$ cat src/rtl/seq_squarer.sv
// -----------------------------------------------------------------------------
// seq_squarer
//   Sequential shift-add squarer. It computes x_in * x_in for an unsigned
//   WIDTH-bit operand and processes one multiplier bit per clock. It is used
//   alongside the square-root datapath to check roots and to build radicands.
//
// Ports
//   clk     in   1        rising-edge clock
//   rst     in   1        asynchronous active-high reset
//   start   in   1        request pulse, sampled only while idle
//   x_in    in   WIDTH    operand, captured on the accepting edge
//   busy    out  1        high while computing and during the done cycle
//   done    out  1        one-cycle pulse; square holds the new result
//   square  out  2*WIDTH  last completed result
//
// Timing
//   Start is accepted at edge E0. Done is high after edge E_WIDTH and busy
//   falls after E_(WIDTH+1). A new start can be accepted at E_(WIDTH+2).
// -----------------------------------------------------------------------------
module seq_squarer #(
  parameter int WIDTH = 8
) (
  input  logic               clk,
  input  logic               rst,
  input  logic               start,
  input  logic [WIDTH-1:0]   x_in,
  output logic               busy,
  output logic               done,
  output logic [2*WIDTH-1:0] square
);

  localparam int RW = 2 * WIDTH;
  localparam int CW = (WIDTH > 2) ? $clog2(WIDTH) : 1;
  localparam logic [CW-1:0] LAST_CNT = CW'(WIDTH - 1);

  typedef enum logic [1:0] {
    IDLE = 2'd0,
    CALC = 2'd1,
    DONE = 2'd2
  } state_t;

  state_t          state_q,   state_d;
  logic [WIDTH-1:0] operand_q, operand_d;
  logic [RW-1:0]   acc_q,     acc_d;
  logic [CW-1:0]   cnt_q,     cnt_d;
  logic [RW-1:0]   square_q,  square_d;
  logic            busy_q,    busy_d;
  logic            done_q,    done_d;

  // The operand doubles as the multiplicand, zero-extended to the result width.
  logic [RW-1:0] mcand;
  logic [RW-1:0] addend;
  logic [RW-1:0] sum;
  logic [RW-1:0] carry;

  assign mcand  = {{WIDTH{1'b0}}, operand_q};
  assign addend = operand_q[cnt_q] ? (mcand << cnt_q) : '0;

  // Explicit ripple-carry adder with carry-in 0. The carry out of the top bit
  // is not needed because the largest result, (2^WIDTH-1)^2, fits in RW bits.
  assign carry[0] = 1'b0;
  for (genvar gi = 0; gi < RW; gi++) begin : g_rca
    assign sum[gi] = acc_q[gi] ^ addend[gi] ^ carry[gi];
    if (gi < RW - 1) begin : g_carry
      assign carry[gi+1] = (acc_q[gi] & addend[gi]) |
                           (carry[gi] & (acc_q[gi] ^ addend[gi]));
    end
  end

  always_comb begin
    state_d   = state_q;
    operand_d = operand_q;
    acc_d     = acc_q;
    cnt_d     = cnt_q;
    square_d  = square_q;
    done_d    = 1'b0;

    case (state_q)
      IDLE: begin
        if (start) begin
          operand_d = x_in;
          acc_d     = '0;
          cnt_d     = '0;
          state_d   = CALC;
        end
      end
      CALC: begin
        acc_d = sum;
        cnt_d = cnt_q + 1'b1;
        if (cnt_q == LAST_CNT) begin
          // The final partial product is added on this edge, so the adder
          // output (not acc_q) is the completed square.
          square_d = sum;
          done_d   = 1'b1;
          cnt_d    = '0;
          state_d  = DONE;
        end
      end
      DONE: begin
        state_d = IDLE;
      end
      default: begin
        state_d = IDLE;
      end
    endcase

    // busy is registered, so it follows the state being entered.
    busy_d = (state_d != IDLE);
  end

  always_ff @(posedge clk or posedge rst) begin
    if (rst) begin
      state_q   <= IDLE;
      operand_q <= '0;
      acc_q     <= '0;
      cnt_q     <= '0;
      square_q  <= '0;
      busy_q    <= 1'b0;
      done_q    <= 1'b0;
    end else begin
      state_q   <= state_d;
      operand_q <= operand_d;
      acc_q     <= acc_d;
      cnt_q     <= cnt_d;
      square_q  <= square_d;
      busy_q    <= busy_d;
      done_q    <= done_d;
    end
  end

  assign busy   = busy_q;
  assign done   = done_q;
  assign square = square_q;

endmodule

$ cat config.mk
export PLATFORM = sky130hd
export DESIGN_NAME = seq_squarer
export DESIGN_NICKNAME = d
export VERILOG_FILES = /design/src/rtl/seq_squarer.sv
export SDC_FILE = /design/constraint.sdc
export NUM_CORES = 1
export LEC_CHECK = 0
export BUFFER_PORTS_ARGS = -buffer_cell sky130_fd_sc_hd__buf_4
export CAP_MARGIN = 5
export CORE_AREA = 2 2 76 63
export CTS_CLUSTER_SIZE = 12
export DETAILED_ROUTE_END_ITERATION = 6
export DIE_AREA = 0 0 78 65
export GPL_TIMING_DRIVEN = 0
export PLACE_DENSITY_LB_ADDON = 0.08
export REMOVE_ABC_BUFFERS = 1
export SLEW_MARGIN = 30
export SYNTH_ARGS = -nofsm -noshare
export SYNTH_HDL_FRONTEND = slang
export SYNTH_SLANG_ARGS = --single-unit
$ cat constraint.sdc
create_clock -name clk -period 9.7 [get_ports clk]
set_clock_uncertainty 0.2 [all_clocks]
set_input_delay 1.94 -clock clk [delete_from_list [all_inputs] [get_ports clk]]
set_output_delay 1.94 -clock clk [all_outputs]
set_load 0.05 [all_outputs]
==> results of run 1 <==
==> per-layer routing <==
| metal | GRT usage | wire length [um] | vias up |
|---|---|---|---|
| met4 | 0.0636 | 57 | 0 |
| met1 | 0.332 | 2460 | 872 |
| met3 | 0.0571 | 185 | 7 |
| li1 | - | - | 811 |
| met2 | 0.356 | 2510 | 34 |
| met5 | 0 | 0 | - |
==> state kept, by name, indices dropped and copies added, names as in the netlist <==
register / flops
state_q: 2
operand_q: 8
acc_q: 16
cnt_q: 3
busy: 1
done: 1
square: 16
==> Yosys cell counts, types with 2 or more instances <==
master / count / area [um2]
ha_1: 3 / 37.5
mux2_2: 24 / 270
a22oi_1: 2 / 15.0
o211ai_1: 5 / 37.5
nand2_1: 19 / 71.3
a32oi_1: 3 / 26.3
nor2_1: 6 / 22.5
fa_1: 14 / 280
nor3_1: 3 / 15.0
inv_1: 15 / 56.3
o21ai_0: 12 / 60.1
a22o_1: 13 / 114
o22ai_1: 5 / 31.3
nand3_1: 3 / 15.0
nand2b_1: 3 / 18.8
a21oi_1: 2 / 10.0
clkbuf_1: 4 / 15.0
buf_2: 3 / 15.0
dfrtp_1: 47 / 1180
nor3b_2: 2 / 25.0
==> stage by stage <==
step           setup WS [ns]  hold WS (ns)
6_report                2.84         0.289
3_3_place_gp            2.89         0.265
5_1_grt                 2.45         0.323
2_1_floorplan           3.43         0.271
4_1_cts                 2.80         0.294
3_5_place_dp            2.85         0.274
==> worst max-delay path, cell delays in order (launching register included) <==
cell and delay, ns:
dfrtp_1 0.86, inv_1 0.31, nand2_1 0.14, nor3_1 0.06, ha_1 0.21, inv_1 0.06
fa_1 0.18, fa_1 0.20, fa_1 0.18, inv_1 0.05, fa_1 0.38, fa_1 0.39
fa_1 0.39, fa_1 0.38, fa_1 0.38, fa_1 0.39, fa_1 0.41, inv_1 0.09
fa_1 0.17, fa_1 0.16, inv_1 0.05, fa_1 0.37, fa_1 0.47, mux2_2 0.28
==> kinds of logic (layout without fill, tap and decap cells) <==
| group | count (synthesis) | count (layout) | share of synthesized area |
|---|---|---|---|
| xor+xnor | 1 | 1 | 0.00345 |
| buf+inv | 26 | 53 | 0.0443 |
| simple gates | 42 | 42 | 0.0881 |
| flops | 47 | 47 | 0.463 |
| compound gates | 53 | 53 | 0.155 |
| fa+ha+maj | 17 | 17 | 0.125 |
| mux | 27 | 27 | 0.122 |
==> area by class of cell <==
cell class,count,share of cell area
multi-input cells,140,0.435
flip-flops and latches,47,0.407
repair buffers,29,0.0823
well taps,60,0.0260
clock buffers,5,0.0238
inverters,16,0.0208
clock inverters,3,0.00519
==> worst paths after layout <==
kind | slack (ns) | from | end | cells past startpoint
max | 2.84 | cnt_q[1] | square[14] | 23
min | 0.29 | square[2] | square[2] | 2
max reg2reg | 2.84 | cnt_q[1] | square[14] | 23
min reg2reg | 0.29 | square[2] | square[2] | 2
max in group asynchronous | 7.34 | rst | operand_q[1] | 3
min in group asynchronous | 1.47 | rst | square[2] | 2
==> impl_metrics.yaml, run 1 <==
run_status:
  status: "completed"
synth:
  ys.flop_type: "dfrtp_1"
  synth_area_um2: 2540
  synth_async_sr_flop_share: 1.00
  ys_seq_area_frac: 0.463
  synth-seq-cells: 47
  yosysUniqueCellTypes: 45
  synth_edf_count: 0
  synth_warnings: 0
  synth_cells: 213
  avgSynthCellArea_um2: 11.9
final_layout:
  multi_input_area_um2: 1260
  final_core_util: 0.656
  fin_area_um2: 2890
  fillers: 356
  layout.cells.non_filler: 300
  drive_gt1_frac: 0.304
  area_delta_synth_final_pct: 13.7
  fin_nets: 267
  final_cell_mix: "dfrtp_1 (47), buf_4 (28), mux2_2 (24)"
  regArea_um2: 1180
  n_antenna_cell: 0
  final_common_cell: "dfrtp_1"
clock_tree:
  postCtsSetupBuffers: 0
  cts_hold_buffers: 0
  clk_pin_slew_ns: 0.09
  cts_resized: 0
  cts_htree_levels: 2
  cts_tree: "done"
  clkLatencyLatePin_ns: 0.29
  clockRootBuffer: "clkbuf_8"
  cts.sinks: 47
  cts_made_buffers: 5
  clockBufferDepth: 2
floorplan:
  die_x_um: 78
  dieArea_um2: 5070
  ioPinCount: 29
  core-area_um2: 4400
  die_h_um: 65
  rows: 22
  initial_core_util: 0.577
timing:
  final.setup.tns_ns: 0
  drv_slew: 0
  rsz0062_at_grt: "no"
  worst_slew_margin_rel: 0.481
  setup_viol: 0
  worstMarginPinSlew_ns: 0.778
  hold_violations: 0
  period_share: 0.708
  min_period_ns: 6.86
  fmax_mhz: 146
placed_design:
  dp_cells: 292
  port_buffers: 28
  dp_hpwl_um: 3840
  place_area_um2: 2810
  gp_congestion: 0.938
critical_path:
  cp.required_ns: 9.69
  crit_path_end_kind: "flop"
  critPathKind: "flop to flop"
  cp_max_fo: 22
  crit_arrival_ns: 6.85
  crit_path_start_kind: "flop"
global_route:
  grt-ovfl-total: 0
  grt_pass1_wl_um: 8980
  antenna_found_initial: 0
  first_global_vias: 1788
  grt_usage: 0.231
  grt_max_degree: 26
route:
  wl_um: 5220
  drtIter0Drc: 95
  ant_nets: 0
  via_per_inst: 5.75
  dr.pass1.iters: 4
  vias: 1724
  drt-wirelength-per-cell_um: 17.4
  drcViolationCount: 0
job:
  max_cap_viol_count: 0
worst_hold_path:
  min_path_type: "flop to flop"
Power of run 1 is left out: the tool's default activity adds up to more than one toggle a clock period on the data nets, which glitch-free logic cannot reach.
==> inputs of run 2 (changes only) <==
--- a/config.mk
+++ b/config.mk
@@ -7,10 +7,10 @@
 export LEC_CHECK = 0
 export BUFFER_PORTS_ARGS = -buffer_cell sky130_fd_sc_hd__buf_4
 export CAP_MARGIN = 5
-export CORE_AREA = 2 2 76 63
+export CORE_AREA = 2 2 78 65
 export CTS_CLUSTER_SIZE = 12
 export DETAILED_ROUTE_END_ITERATION = 6
-export DIE_AREA = 0 0 78 65
+export DIE_AREA = 0 0 80 67
 export GPL_TIMING_DRIVEN = 0
 export PLACE_DENSITY_LB_ADDON = 0.08
 export REMOVE_ABC_BUFFERS = 1
==> constraint.sdc (replaced) <==
create_clock -name clk -period 6.48 [get_ports clk]
set_clock_uncertainty 0.2 [all_clocks]
set_input_delay 1.296 -clock clk [delete_from_list [all_inputs] [get_ports clk]]
set_output_delay 1.296 -clock clk [all_outputs]
set_load 0.05 [all_outputs]
==> impl_metrics.yaml, run 2 (synthesis results as in run 1) <==
job:
  max_cap_viol_count: 0
final_layout:
  drive_gt1_frac: 0.342
  fin_nets: 272
  layout.cells.non_filler: 303
  final_common_cell: "dfrtp_1"
  n_antenna_cell: 0
  fillers: 378
  final_cell_mix: "dfrtp_1 (44), buf_4 (33), mux2_2 (24)"
  area_delta_synth_final_pct: 15.3
route:
  drtIter0Drc: 58
  drt-wirelength-per-cell_um: 17.3
  ant_nets: 0
  drcViolationCount: 0
  vias: 1746
  via_per_inst: 5.76
  wl_um: 5230
  dr.pass1.iters: 4
clock_tree:
  clkLatencyLatePin_ns: 0.29
  clk_pin_slew_ns: 0.08
  cts.sinks: 47
  cts_tree: "done"
  cts_made_buffers: 5
  cts_htree_levels: 2
  clockRootBuffer: "clkbuf_8"
  clockBufferDepth: 2
worst_hold_path:
  min_from: "square[12]"
  holdPathEnd: "square[12]"
  whs_path_depth: 2
  min_path_type: "flop to flop"
timing:
  hold_violations: 0
  worstMarginPinSlew_ns: 0.681
  hold_slack_ns: 0.292
  drv_slew: 0
  setup_viol: 0
  period_share: 0.968
  min_period_ns: 6.27
  fmax_mhz: 159
  worst_slew_margin_rel: 0.546
floorplan:
  ioPinCount: 29
  core-area_um2: 4510
  rows: 22
  dieArea_um2: 5360
  die_x_um: 80
  die_h_um: 67
  initial_core_util: 0.563
placed_design:
  dp_hpwl_um: 3750
  port_buffers: 28
  gp_congestion: 0.877
  dp_cells: 292
critical_path:
  crit_path_start_kind: "flop"
  r2r_end: "square[14]"
  r2r_slack_ns: 0.21
  cp_max_fo: 7
  cp.required_ns: 6.47
  r2r_cells: 21
  cpPeakStageDelay_ns: 0.48
  crit_arrival_ns: 6.26
  critPathKind: "flop to flop"
  crit_chain: "mux2_2 -> nor2_1 -> a211oi_2 -> o211ai_1 -> fa_2 -> fa_1 -> inv_1 -> fa_1 -> fa_1 -> fa_2 -> fa_1 -> fa_1 -> fa_1 -> fa_1 -> inv_1 -> fa_1 -> fa_1 -> inv_1 -> fa_1 -> fa_2 -> mux2_2"
  r2r_start: "cnt_q[1]"
  crit_path_end_kind: "flop"
  worst_path_max_delay_cell: "dfrtp_4"
  cp_common_cell: "fa_1"
global_route:
  grt_pass1_wl_um: 9140
  first_global_vias: 1834
  antenna_found_initial: 0
  grt_usage: 0.228
  grt_max_degree: 29
  grt-ovfl-total: 0
run_status:
  status: "completed"
[run 2: per-stage QoR]
| step | TNS [ns] | instance area [um2] | util | setup WS, ns |
|---|---|---|---|---|
| finish | 0 | 2930 | 0.649 | 0.205 |
| global route | -0.0647 | 2930 | 0.649 | -0.0410 |
| CTS | 0 | 2890 | 0.639 | 0.0526 |
| detailed placement | -1.46 | 2800 | 0.620 | -0.395 |
| global placement | -1.02 | 2780 | 0.615 | -0.287 |
| floorplan | 0 | 2490 | - | 0.209 |
[run 2: worst max-delay path by stage]
stage              from          to  slack (ns)  depth (start not counted)
6_report       cnt_q[1]  square[14]        0.21                         21
5_1_grt        cnt_q[1]  square[14]       -0.04                         21
4_1_cts        cnt_q[1]  square[14]        0.05                         21
3_5_place_dp   cnt_q[1]  square[14]       -0.39                         23
3_3_place_gp   cnt_q[1]  square[14]       -0.29                         23
2_1_floorplan  cnt_q[1]  square[14]        0.21                         21
[run 2: worst max-delay path, delay by kind of cell, from the launching register on]
family,cells,cell delay (ns)
adder cells (fa/ha/maj),13,4.32
AO/OA/AOI/OAI,2,0.23
buffers and inverters,3,0.19
multiplexers,2,0.62
flip-flops,1,0.48
AND/OR/NAND/NOR,1,0.11
[run 2: per-layer routing]
layer  wire, um  vias to the layer above  track usage
met3        241                       11       0.0420
met5          0                        -            0
met4         94                        0       0.0890
li1           -                      818            -
met2       2500                       52        0.364
met1       2390                      865        0.310
[run 2: area by class of cell]
type	instances	area (um2)	area share
clock buffer	5	68.8	0.0235
timing repair buffer	34	268	0.0914
multi-input combinational	140	1260	0.432
tap	60	75.1	0.0256
inverter	16	63.8	0.0218
sequential	47	1180	0.403
clock inverter	1	7.51	0.00256
[run 2: repair_timing]
item | CTS | global route
setup buffers | 1 | 4
pin swaps | 0 | 2
setup endpoints to repair | 5 | 4
gates cloned | 0 | 0
hold buffers | 0 | 0
gates resized for setup | 2 | 7
Power of run 2 is left out for the same reason.
==> inputs of run 3 (changes only) <==
--- a/config.mk
+++ b/config.mk
@@ -7,10 +7,10 @@
 export LEC_CHECK = 0
 export BUFFER_PORTS_ARGS = -buffer_cell sky130_fd_sc_hd__buf_4
 export CAP_MARGIN = 5
-export CORE_AREA = 2 2 78 65
+export CORE_AREA = 2 2 82 68
 export CTS_CLUSTER_SIZE = 12
 export DETAILED_ROUTE_END_ITERATION = 6
-export DIE_AREA = 0 0 80 67
+export DIE_AREA = 0 0 84 70
 export GPL_TIMING_DRIVEN = 0
 export PLACE_DENSITY_LB_ADDON = 0.08
 export REMOVE_ABC_BUFFERS = 1
==> constraint.sdc (replaced) <==
create_clock -name clk -period 5.1 [get_ports clk]
set_clock_uncertainty 0.2 [all_clocks]
set_input_delay 1.02 -clock clk [delete_from_list [all_inputs] [get_ports clk]]
set_output_delay 1.02 -clock clk [all_outputs]
set_load 0.05 [all_outputs]
==> impl_metrics.yaml, run 3 (synthesis results as in run 1) <==
final_layout:
  area_delta_synth_final_pct: 17.4
  regArea_um2: 1180
  final_core_util: 0.574
  final_common_cell: "dfrtp_1"
  final_cell_mix: "dfrtp_1 (44), buf_4 (31), mux2_2 (23)"
  multi_input_area_um2: 1300
  n_antenna_cell: 0
  fin_nets: 270
  fillers: 466
  drive_gt1_frac: 0.383
route:
  drtIter0Drc: 86
  vias: 1717
  via_per_inst: 5.57
  drcViolationCount: 0
  dr.pass1.iters: 4
  drt-wirelength-per-cell_um: 16.1
  ant_nets: 0
  wl_um: 4960
timing:
  setup_viol: 8
  rsz0062_at_grt: "yes"
  drv_slew: 0
  fmax_mhz: 170
  min_period_ns: 5.89
  hold_slack_ns: 0.283
  hold_violations: 0
  worstMarginPinSlew_ns: 0.643
  setup_ws_ns: -0.787
  worst_slew_margin_rel: 0.571
  period_share: 1.15
floorplan:
  ioPinCount: 29
  initial_core_util: 0.489
  rows: 24
  die_x_um: 84
  dieArea_um2: 5880
  core-area_um2: 5190
  die_h_um: 70
job:
  max_cap_viol_count: 0
global_route:
  grt_usage: 0.181
  grt_max_degree: 48
  first_global_vias: 1677
  grt-ovfl-total: 0
  grt_pass1_wl_um: 8360
  antenna_found_initial: 0
critical_path:
  r2r_start: "cnt_q[1]"
  cp_max_fo: 6
  crit_path_start_kind: "flop"
  r2r_end: "square[14]"
  cp.required_ns: 5.08
  r2r_slack_ns: -0.79
  crit_path_end_kind: "flop"
  r2r_cells: 21
  critPathKind: "flop to flop"
  crit_arrival_ns: 5.87
run_status:
  status: "finished, violations left"
  violations: "negative setup slack"
clock_tree:
  cts.sinks: 47
  cts_tree: "done"
  clk_pin_slew_ns: 0.08
  clockBufferDepth: 2
  cts_htree_levels: 2
  clockRootBuffer: "clkbuf_8"
  cts_made_buffers: 5
  cts_hold_buffers: 0
  clkLatencyLatePin_ns: 0.30
worst_hold_path:
  holdPathEnd: "square[1]"
  min_path_type: "flop to flop"
  min_from: "square[1]"
  whs_path_depth: 2
placed_design:
  port_buffers: 28
  gp_congestion: 0.848
  dp_hpwl_um: 3400
  place_ws_ns: -1.71
[run 3: what timing repair did]
item	4_1_cts	5_1_grt
pin swaps	5	2
resized for setup	20	3
endpoints found under the hold margin	0	0
setup buffers	4	0
endpoints found under the setup margin	14	10
[run 3: final cells by class]
cell class / count / share of cell area
Tap cell: 65 / 0.0273
Inverter: 16 / 0.0210
Timing Repair Buffer: 32 / 0.0797
Clock inverter: 2 / 0.0117
Clock buffer: 6 / 0.0277
Sequential cell: 47 / 0.396
Multi-Input combinational cell: 140 / 0.436
[run 3: worst max-delay path: stages (launching register included)]
cell and delay (ns):
dfrtp_4 0.54, mux2_4 0.34, nor2_4 0.08, a211oi_2 0.07
o211ai_1 0.18, fa_2 0.28, fa_1 0.16, inv_1 0.05
fa_2 0.34, fa_2 0.35, fa_2 0.34, fa_2 0.35
fa_2 0.36, fa_2 0.35, fa_2 0.35, inv_2 0.06
fa_2 0.18, fa_1 0.15, inv_1 0.05, fa_2 0.33
fa_2 0.43, mux2_2 0.27
[run 3: metrics by stage]
step | instance area, um2 | TNS, ns | cells
after floorplan | 2490 | -7.44 | 203
after global placement | 2780 | -13.82 | 296
after detailed placement | 2790 | -14.00 | 296
after CTS | 2980 | -4.29 | 308
after global routing | 2980 | -5.95 | 308
final | 2980 | -4.22 | 308
[run 3: worst max path at each step]
stage	end	from	slack [ns]	depth (start not counted)
3_5_place_dp	square[14]	cnt_q[1]	-1.71	23
4_1_cts	square[14]	cnt_q[1]	-0.79	21
2_1_floorplan	square[14]	cnt_q[1]	-1.17	21
5_1_grt	square[14]	cnt_q[1]	-0.96	23
6_report	square[14]	cnt_q[1]	-0.79	21
3_3_place_gp	square[14]	cnt_q[1]	-1.70	23
[run 3: metal layers]
metal	part of all wire	track usage	routed length, um
met1	0.51	0.285	2550
met2	0.44	0.257	2160
met3	0.041	0.0402	202
met4	0.0087	0.0376	43
met5	0	0	0
Power of run 3 is left out for the same reason.
